**config.mk**
```make
export PLATFORM = sky130hd
export DESIGN_NAME = score_bcd_counter_flat
export DESIGN_NICKNAME = d
export VERILOG_FILES = /design/src/rtl/score_bcd_counter_if.sv /design/src/rtl/score_bcd_counter.sv /design/src/flat_wrapper.sv
export SDC_FILE = /design/constraint.sdc
export NUM_CORES = 1
export LEC_CHECK = 0
export BUFFER_PORTS_ARGS = -buffer_cell sky130_fd_sc_hd__buf_2
export CAP_MARGIN = 30
export CORE_MARGIN = 4
export CORE_UTILIZATION = 25
export CTS_BUF_LIST = sky130_fd_sc_hd__clkbuf_8
export CTS_CLUSTER_SIZE = 40
export DETAILED_ROUTE_END_ITERATION = 10
export MAX_ROUTING_LAYER = met4
export PLACE_DENSITY_LB_ADDON = 0.05
export SYNTH_ARGS = -nofsm -noshare
export SYNTH_HDL_FRONTEND = slang
export SYNTH_SLANG_ARGS = --single-unit
```
**constraint.sdc**
```tcl
create_clock -name clk -period 1.55 [get_ports clk]
set_input_delay 0.31 -clock clk [delete_from_list [all_inputs] [get_ports clk]]
set_output_delay 0.31 -clock clk [all_outputs]
set_load 0.05 [all_outputs]
```
**src/rtl/score_bcd_counter_if.sv**
```systemverilog
// Score counter bus: game-side request/clear inputs and BCD display outputs.
// Shared by the counter (slave) and whatever drives it (master).
interface score_bcd_counter_if #(
    parameter int DIGITS = 3
);
    logic                  inc;
    logic                  clear;
    logic [4*DIGITS-1:0]   score;
    logic [4*DIGITS-1:0]   disp;
    logic [4*DIGITS-1:0]   hi_disp;
    logic                  overflow;
    logic                  new_high;

    modport master (
        output inc, clear,
        input  score, disp, hi_disp, overflow, new_high
    );

    modport slave (
        input  inc, clear,
        output score, disp, hi_disp, overflow, new_high
    );
endinterface

```
**src/rtl/score_bcd_counter.sv**
```systemverilog
// Saturating multi-digit BCD score counter with leading-zero blanked display codes.
// High-score tracking is built only when SCORE_HISCORE_EN is defined.
module score_bcd_counter #(
    parameter int DIGITS = 3
) (
    input  logic                 clk,
    input  logic                 reset_n,
    score_bcd_counter_if.slave   bus
);
    localparam int W = 4 * DIGITS;

    typedef enum logic {S_RUN, S_SAT} state_t;

    state_t         r_state;
    state_t         w_state_nxt;
    logic           r_inc_q;
    logic [W-1:0]   r_score;
    logic [W-1:0]   w_score_nxt;
    logic [W-1:0]   w_score_inc;
    logic           r_ovf;
    logic           w_ovf_nxt;
    logic           w_all9;
    logic           w_carry;
    logic           w_inc_rise;

    assign w_inc_rise = bus.inc & ~r_inc_q;

    function automatic logic [W-1:0] f_blank(input logic [W-1:0] v);
        logic [W-1:0] o;
        logic         lead;
        o    = v;
        lead = 1'b1;
        for (int i = DIGITS - 1; i >= 1; i--) begin
            lead = lead & (v[4*i +: 4] == 4'd0);
            if (lead) o[4*i +: 4] = 4'hF;
        end
        return o;
    endfunction

    // Ripple-carry BCD increment; w_all9 flags the saturation point.
    always_comb begin
        w_score_inc = r_score;
        w_all9      = 1'b1;
        w_carry     = 1'b1;
        for (int i = 0; i < DIGITS; i++) begin
            if (r_score[4*i +: 4] != 4'd9) w_all9 = 1'b0;
            if (w_carry) begin
                if (r_score[4*i +: 4] == 4'd9) begin
                    w_score_inc[4*i +: 4] = 4'd0;
                end else begin
                    w_score_inc[4*i +: 4] = r_score[4*i +: 4] + 4'd1;
                    w_carry               = 1'b0;
                end
            end
        end
    end

    always_comb begin
        w_state_nxt = r_state;
        w_score_nxt = r_score;
        w_ovf_nxt   = r_ovf;
        if (bus.clear) begin
            w_state_nxt = S_RUN;
            w_score_nxt = '0;
            w_ovf_nxt   = 1'b0;
        end else begin
            unique case (r_state)
                S_RUN: begin
                    if (w_inc_rise) begin
                        if (w_all9) begin
                            w_state_nxt = S_SAT;
                            w_ovf_nxt   = 1'b1;
                        end else begin
                            w_score_nxt = w_score_inc;
                        end
                    end
                end
                S_SAT: begin
                    if (w_inc_rise) w_ovf_nxt = 1'b1;
                end
                default: w_state_nxt = S_RUN;
            endcase
        end
    end

    // inc_q resets high so a request held through reset release is ignored.
    always_ff @(posedge clk or negedge reset_n) begin
        if (!reset_n) begin
            r_state <= S_RUN;
            r_inc_q <= 1'b1;
            r_score <= '0;
            r_ovf   <= 1'b0;
        end else begin
            r_state <= w_state_nxt;
            r_inc_q <= bus.inc;
            r_score <= w_score_nxt;
            r_ovf   <= w_ovf_nxt;
        end
    end

    assign bus.score    = r_score;
    assign bus.disp     = f_blank(r_score);
    assign bus.overflow = r_ovf;

`ifdef SCORE_HISCORE_EN
    logic [W-1:0]   r_hi;
    logic           r_new_high;

    // Packed BCD compares correctly as plain binary.
    always_ff @(posedge clk or negedge reset_n) begin
        if (!reset_n) begin
            r_hi       <= '0;
            r_new_high <= 1'b0;
        end else if (r_score > r_hi) begin
            r_hi       <= r_score;
            r_new_high <= 1'b1;
        end else begin
            r_new_high <= 1'b0;
        end
    end

    assign bus.hi_disp  = f_blank(r_hi);
    assign bus.new_high = r_new_high;
`else
    assign bus.hi_disp  = {DIGITS{4'hF}};
    assign bus.new_high = 1'b0;
`endif
endmodule

```
**src/flat_wrapper.sv**
```systemverilog
// flat-port wrapper written by rule: the top's interface ports become plain ports
module score_bcd_counter_flat 
#(
    parameter int DIGITS = 3
)
  (clk, reset_n, bus_inc, bus_clear, bus_score, bus_disp, bus_hi_disp, bus_overflow, bus_new_high);
  score_bcd_counter_if #(.DIGITS(DIGITS)) bus_i ();
  input  logic clk;
  input  logic reset_n;
  input wire logic [$bits(bus_i.inc)-1:0] bus_inc;
  input wire logic [$bits(bus_i.clear)-1:0] bus_clear;
  output wire logic [$bits(bus_i.score)-1:0] bus_score;
  output wire logic [$bits(bus_i.disp)-1:0] bus_disp;
  output wire logic [$bits(bus_i.hi_disp)-1:0] bus_hi_disp;
  output wire logic [$bits(bus_i.overflow)-1:0] bus_overflow;
  output wire logic [$bits(bus_i.new_high)-1:0] bus_new_high;
  assign bus_i.inc = bus_inc;
  assign bus_i.clear = bus_clear;
  assign bus_score = bus_i.score;
  assign bus_disp = bus_i.disp;
  assign bus_hi_disp = bus_i.hi_disp;
  assign bus_overflow = bus_i.overflow;
  assign bus_new_high = bus_i.new_high;
  score_bcd_counter #(.DIGITS(DIGITS)) u_core (.clk(clk), .reset_n(reset_n), .bus(bus_i));
endmodule
```
Word-level counts from Yosys, hierarchy flattened

Cells that the tools add are included.

Logic and storage cells: 59
Register bits after elaboration: 15

Bitwise logic cells: 4
Reduce and logical (&&, ||, !) cells: 9
Equal/unequal tests: 11
Add/subtract/negate cells: 3
Multiplexer cells: 26

Operators with widths:

| operator                                                                | count |
|---|---|
| 12-bit two-way mux                                                      | 4 |
| 4-bit two-way mux                                                       | 7 |
| 1-bit two-way mux                                                       | 14 |
| 4-bit by 1-bit adder with 4-bit output, second input constant           | 3 |
| 4-bit equality test, second input constant                              | 3 |
| 4-bit inequality test, second input constant                            | 3 |
| 4-bit logical NOT                                                       | 2 |
| 4-bit AND reduction                                                     | 2 |
| 3-bit by 2-bit inequality test with 1-bit output, second input constant | 2 |
| 3-bit AND reduction                                                     | 2 |
| 2-bit nonzero test                                                      | 3 |
| 2-bit inequality test, second input constant                            | 2 |
| 3-bit inequality test, second input constant                            | 1 |
| 1-bit AND                                                               | 2 |
| 1-bit inverter                                                          | 2 |
| 1-bit case mux with 2 select lines                                      | 1 |

Logic depth before layout (Yosys ltp)

Depth in word-level cells: 8
Gate-level depth with buffers: 6
Depth with buffers taken out: 6

Worst setup path before layout

Ideal clock, no wire load.

Path type: reg-to-output
Start point: register u_core.r_score[9] (netlist: u_core.bus.score[9])
End point: output port bus_disp[8]
Required time: 1.240 ns
Path slack: -0.849 ns
Arrival: 2.089 ns
Buffers on the path: 0
Cell stages (with the launch flop): 5
Path through: dfrtp_1 -> inv_1 -> ha_1 -> nand2b_1 -> o21ai_0

Cells in the longest elaborated chain, start to end: 2

Ends and longest elaborated chain:

| item                   | line                    | source |
|---|---|---|
| from (decl)            | score_bcd_counter.sv:17 | `logic [W-1:0] r_score;` |
| from (signal assigned) | score_bcd_counter.sv:96 | `r_score <= w_score_nxt;` |
| 4-bit logical NOT      | score_bcd_counter.sv:34 | `lead = lead & (v[4*i +: 4] == 4'd0);` |
| 4-bit two-way mux      | score_bcd_counter.sv:35 | `if (lead) o[4*i +: 4] = 4'hF;` |
| to (decl)              | flat_wrapper.sv:13      | `output wire logic [$bits(bus_i.disp)-1:0] bus_disp;` |

Every way passes these cells.

Worst setup path in the final report

Start point: register u_core.r_score[9] (netlist: u_core.bus.score[9])
End point: output port bus_disp[9]

Cells in the longest elaborated chain, start to end: 2

Ends and longest elaborated chain:

| item                | line |
|---|---|
| 4-bit logical NOT   | score_bcd_counter.sv:34 |
| 4-bit two-way mux * | score_bcd_counter.sv:35 |

Every way passes the cells marked *; elsewhere a longest branch is shown, timed or not.

==> impl_metrics.toml <==
[place]
numPortBuffers = 28
gp_congestion = 0.807
dp.cells = 223
hpwl_microns = 2250
place_ws_ns = -0.134

[cells_and_area]
area_growth_pct = 72.7
antenna_cells = 0
finalNonFillerCells = 235
drive_gt1_frac = 0.659
nets = 198
register_area_sq_um = 388
n_fill_cell = 402
multi_input_area_sq_um = 810
final_util = 0.456

[global_routing]
grt_max_degree = 16
grt_pass1_vias = 1024
antenna_found_initial = 0
grt_pass1_wl_microns = 4950
grtUsageMet2 = 0.190
use_met1 = 0.156
grt.total_usage = 0.118
grt.busiest_layer = "met2"
grt_overflow = 0
met3_usage = 0.0123

[min_path]
hold_path.class = "in -> reg"

[cts]
clock-sinks = 15
cts_tree = "done"
worstSkewPairLatency_ns = 0.25
htreeDepth = 1
cts.clk_slew.worst_paths_ns = 0.07
cts_root_buffer = "clkbuf_8"
cts_made_buffers = 3
clock_path_buffers = 2

[routing]
viasPerCell = 4.34
dr.pass1.iters = 4
drc_errors = 0
wl_per_cell_microns = 12.4
vias = 1021
drt-initial-drc-count = 19
ant_nets = 0
drt_wl_total_microns = 2920

[synth]
syn_area_per_cell_sq_um = 8.84
synth_top_family_by_area = "simple AND/OR/NAND/NOR gates"
ys_seq_area_frac = 0.349
synth_cells = 122
synth_compound_area_frac = 0.125
synth.distinct_cells = 36
synth.area.mux_share = 0
yosysTopAreaCell = "dfrtp_1"
synthAdderAreaFrac = 0.0928
synthArstFlopShare = 1.00
synth_edf_count = 0
synth_top_cell_area_share = 0.325
synth_seq_cells = 15
ys.flop_type = "dfrtp_1"
synthXorXnorAreaFrac = 0.0162
yosys_warnings = 0
yosys.area_share.simple = 0.263
syn_area_sq_um = 1080
synth_top_cells_by_area = "dfrtp_1, buf_4, ha_1"

[setup_path]
path_buf_inv = 3
crit_path_top_delay_cell = "dfrtp_2"
crit_type = "reg -> out"
cp_slowest_stage_delay_ns = 0.42
cp_top_family = "flip-flops"
endpoint_kind = "output pin"
crit_fanout = 3
crit_chain = "inv_4, ha_4, nand2b_4, buf_4, o21ai_4, buf_6"
critPathRequiredTime_ns = 1.24
crit_arrival_ns = 1.41
startpoint_type = "flop"

[sta]
fmax_mhz = 581
setup_violations = 17
tns_ns = -1.73
finalCritPeriodShare = 1.11
fin_hold_ws_ns = 0.283
fin_ws_ns = -0.170
rsz0062_at_grt = "yes"
skew_ns = 0.00411
drv_slew = 0
fin_crit_ns = 1.72
hold_viol = 0

[floorplan]
core_area_sq_um = 4090
start_util = 0.264
die_w_microns = 73.7
io_pins = 42
die_area_sq_um = 5430
rows = 23
die_y_microns = 73.7

[status]
violations = "negative setup slack"
status = "finished, violations left"

[power]
power.density_nw_per_um2 = 545
total_leakage_power_nw = 0.893
ir_worst_vdd_mv = 0.240

[run]
max-cap-violations = 0
Yosys cell counts (all sizes together), types with 2 or more instances:
| cell | instances |
|---|---|
| ha | 8 |
| buf | 17 |
| or3b | 2 |
| nand3b | 3 |
| or3 | 2 |
| o31ai | 2 |
| a31oi | 2 |
| nor2b | 2 |
| nand3 | 7 |
| nand2b | 5 |
| inv | 7 |
| dfrtp | 14 |
| nor2 | 11 |
| conb | 2 |
| nand2 | 8 |
| a21oi | 9 |
| nor3 | 2 |
| o21ai | 4 |
metal layers:
layer	share of wire	vias up
met5	0	-
met4	0.012	0
met3	0.038	5
met2	0.51	21
met1	0.43	476
li1	-	519
worst register-to-register path: stages, from the launching register on:
cell      delay (ns)
dfrtp_2         0.41
buf_4           0.14
ha_4            0.15
nand3b_1        0.19
nor4b_4         0.25
buf_6           0.17
o21ai_2         0.05
a32o_2          0.24
power by group:
group          internal (W)  leakage (nW)  switching (W)  total [W]
Clock              0.000176        0.0269       0.000145   0.000321
Sequential         0.000400         0.190     0.00000871   0.000409
Combinational     0.0000831         0.676       0.000203   0.000286
placed cells by master, fill, tap and decap left out, drive strengths merged:
| cell type | n |
|---|---|
| o31ai | 2 |
| a32oi | 1 |
| nor3b | 1 |
| a31oi | 2 |
| nor4b | 1 |
| nor4 | 1 |
| conb | 13 |
| dlygate4sd3 | 1 |
| xnor2 | 1 |
| dfrtp | 14 |
| dfstp | 1 |
| nand3 | 7 |
| buf | 65 |
| xor2 | 1 |
| or3 | 2 |
| or3b | 2 |
| inv | 8 |
| a32o | 1 |
| nand2b | 5 |
| clkbuf | 3 |
| and4bb | 1 |
| a21o | 1 |
| nor3 | 2 |
| ha | 8 |
| nand2 | 8 |
| o21ai | 4 |
| and3 | 1 |
| a31o | 1 |
| o211ai | 1 |
| nor2 | 11 |
| a21oi | 9 |
| and3b | 1 |
| nand3b | 3 |
| nor2b | 2 |
stage by stage:
stage	cell area [sq um]	total power [W]
2_1_floorplan	1210	0.000625
3_3_place_gp	1500	0.000658
3_5_place_dp	1500	0.000659
4_1_cts	1730	0.00102
5_1_grt	1860	0.00106
6_report	1860	0.00102
final cells by class:
cell class,count,area share
Sequential cell,15,0.208
Multi-Input combinational cell,93,0.435
Tap cell,50,0.0336
Clock inverter,1,0.00201
Inverter,7,0.0168
Clock buffer,3,0.0222
Timing Repair Buffer,66,0.283
flip-flops by register name, summed over array words and instances, names as in the netlist:
signal	count
u_core.bus.score	12
u_core.r_state	1
u_core.bus.overflow	1
u_core.r_inc_q	1
worst paths after layout:
| check | to | slack [ns] | cells past startpoint | from |
|---|---|---|---|---|
| setup / recovery | bus_disp[9] | -0.17 | 6 | u_core.bus.score[9] |
| hold / removal | u_core.bus.score[9] | 0.28 | 2 | bus_clear |
| setup reg to reg | u_core.bus.score[11] | -0.17 | 7 | u_core.bus.score[8] |
| hold reg to reg | u_core.bus.overflow | 0.53 | 2 | u_core.bus.overflow |
| max in group asynchronous | u_core.r_inc_q | 0.74 | 2 | reset_n |
| min in group asynchronous | u_core.bus.score[10] | 0.50 | 2 | reset_n |
logic make-up (layout without fill, tap and decap cells):
logic type	count (synthesis)	in the layout
other cells	2	13
xor+xnor	2	2
flops	15	15
compound gates	22	22
buf+inv	25	77
fa+ha+maj	8	8
simple gates	48	48
what timing repair did:
| item | in CTS | in global routing |
|---|---|---|
| gates resized for setup | 39 | 24 |
| setup endpoints to repair | 18 | 22 |
| hold buffers | 1 | 0 |
| setup buffers | 3 | 4 |
| gates cloned | 0 | 0 |
| pin swaps | 8 | 10 |
| hold endpoints to repair | 14 | 0 |
No activity file was read; power rests on OpenSTA's default activity.
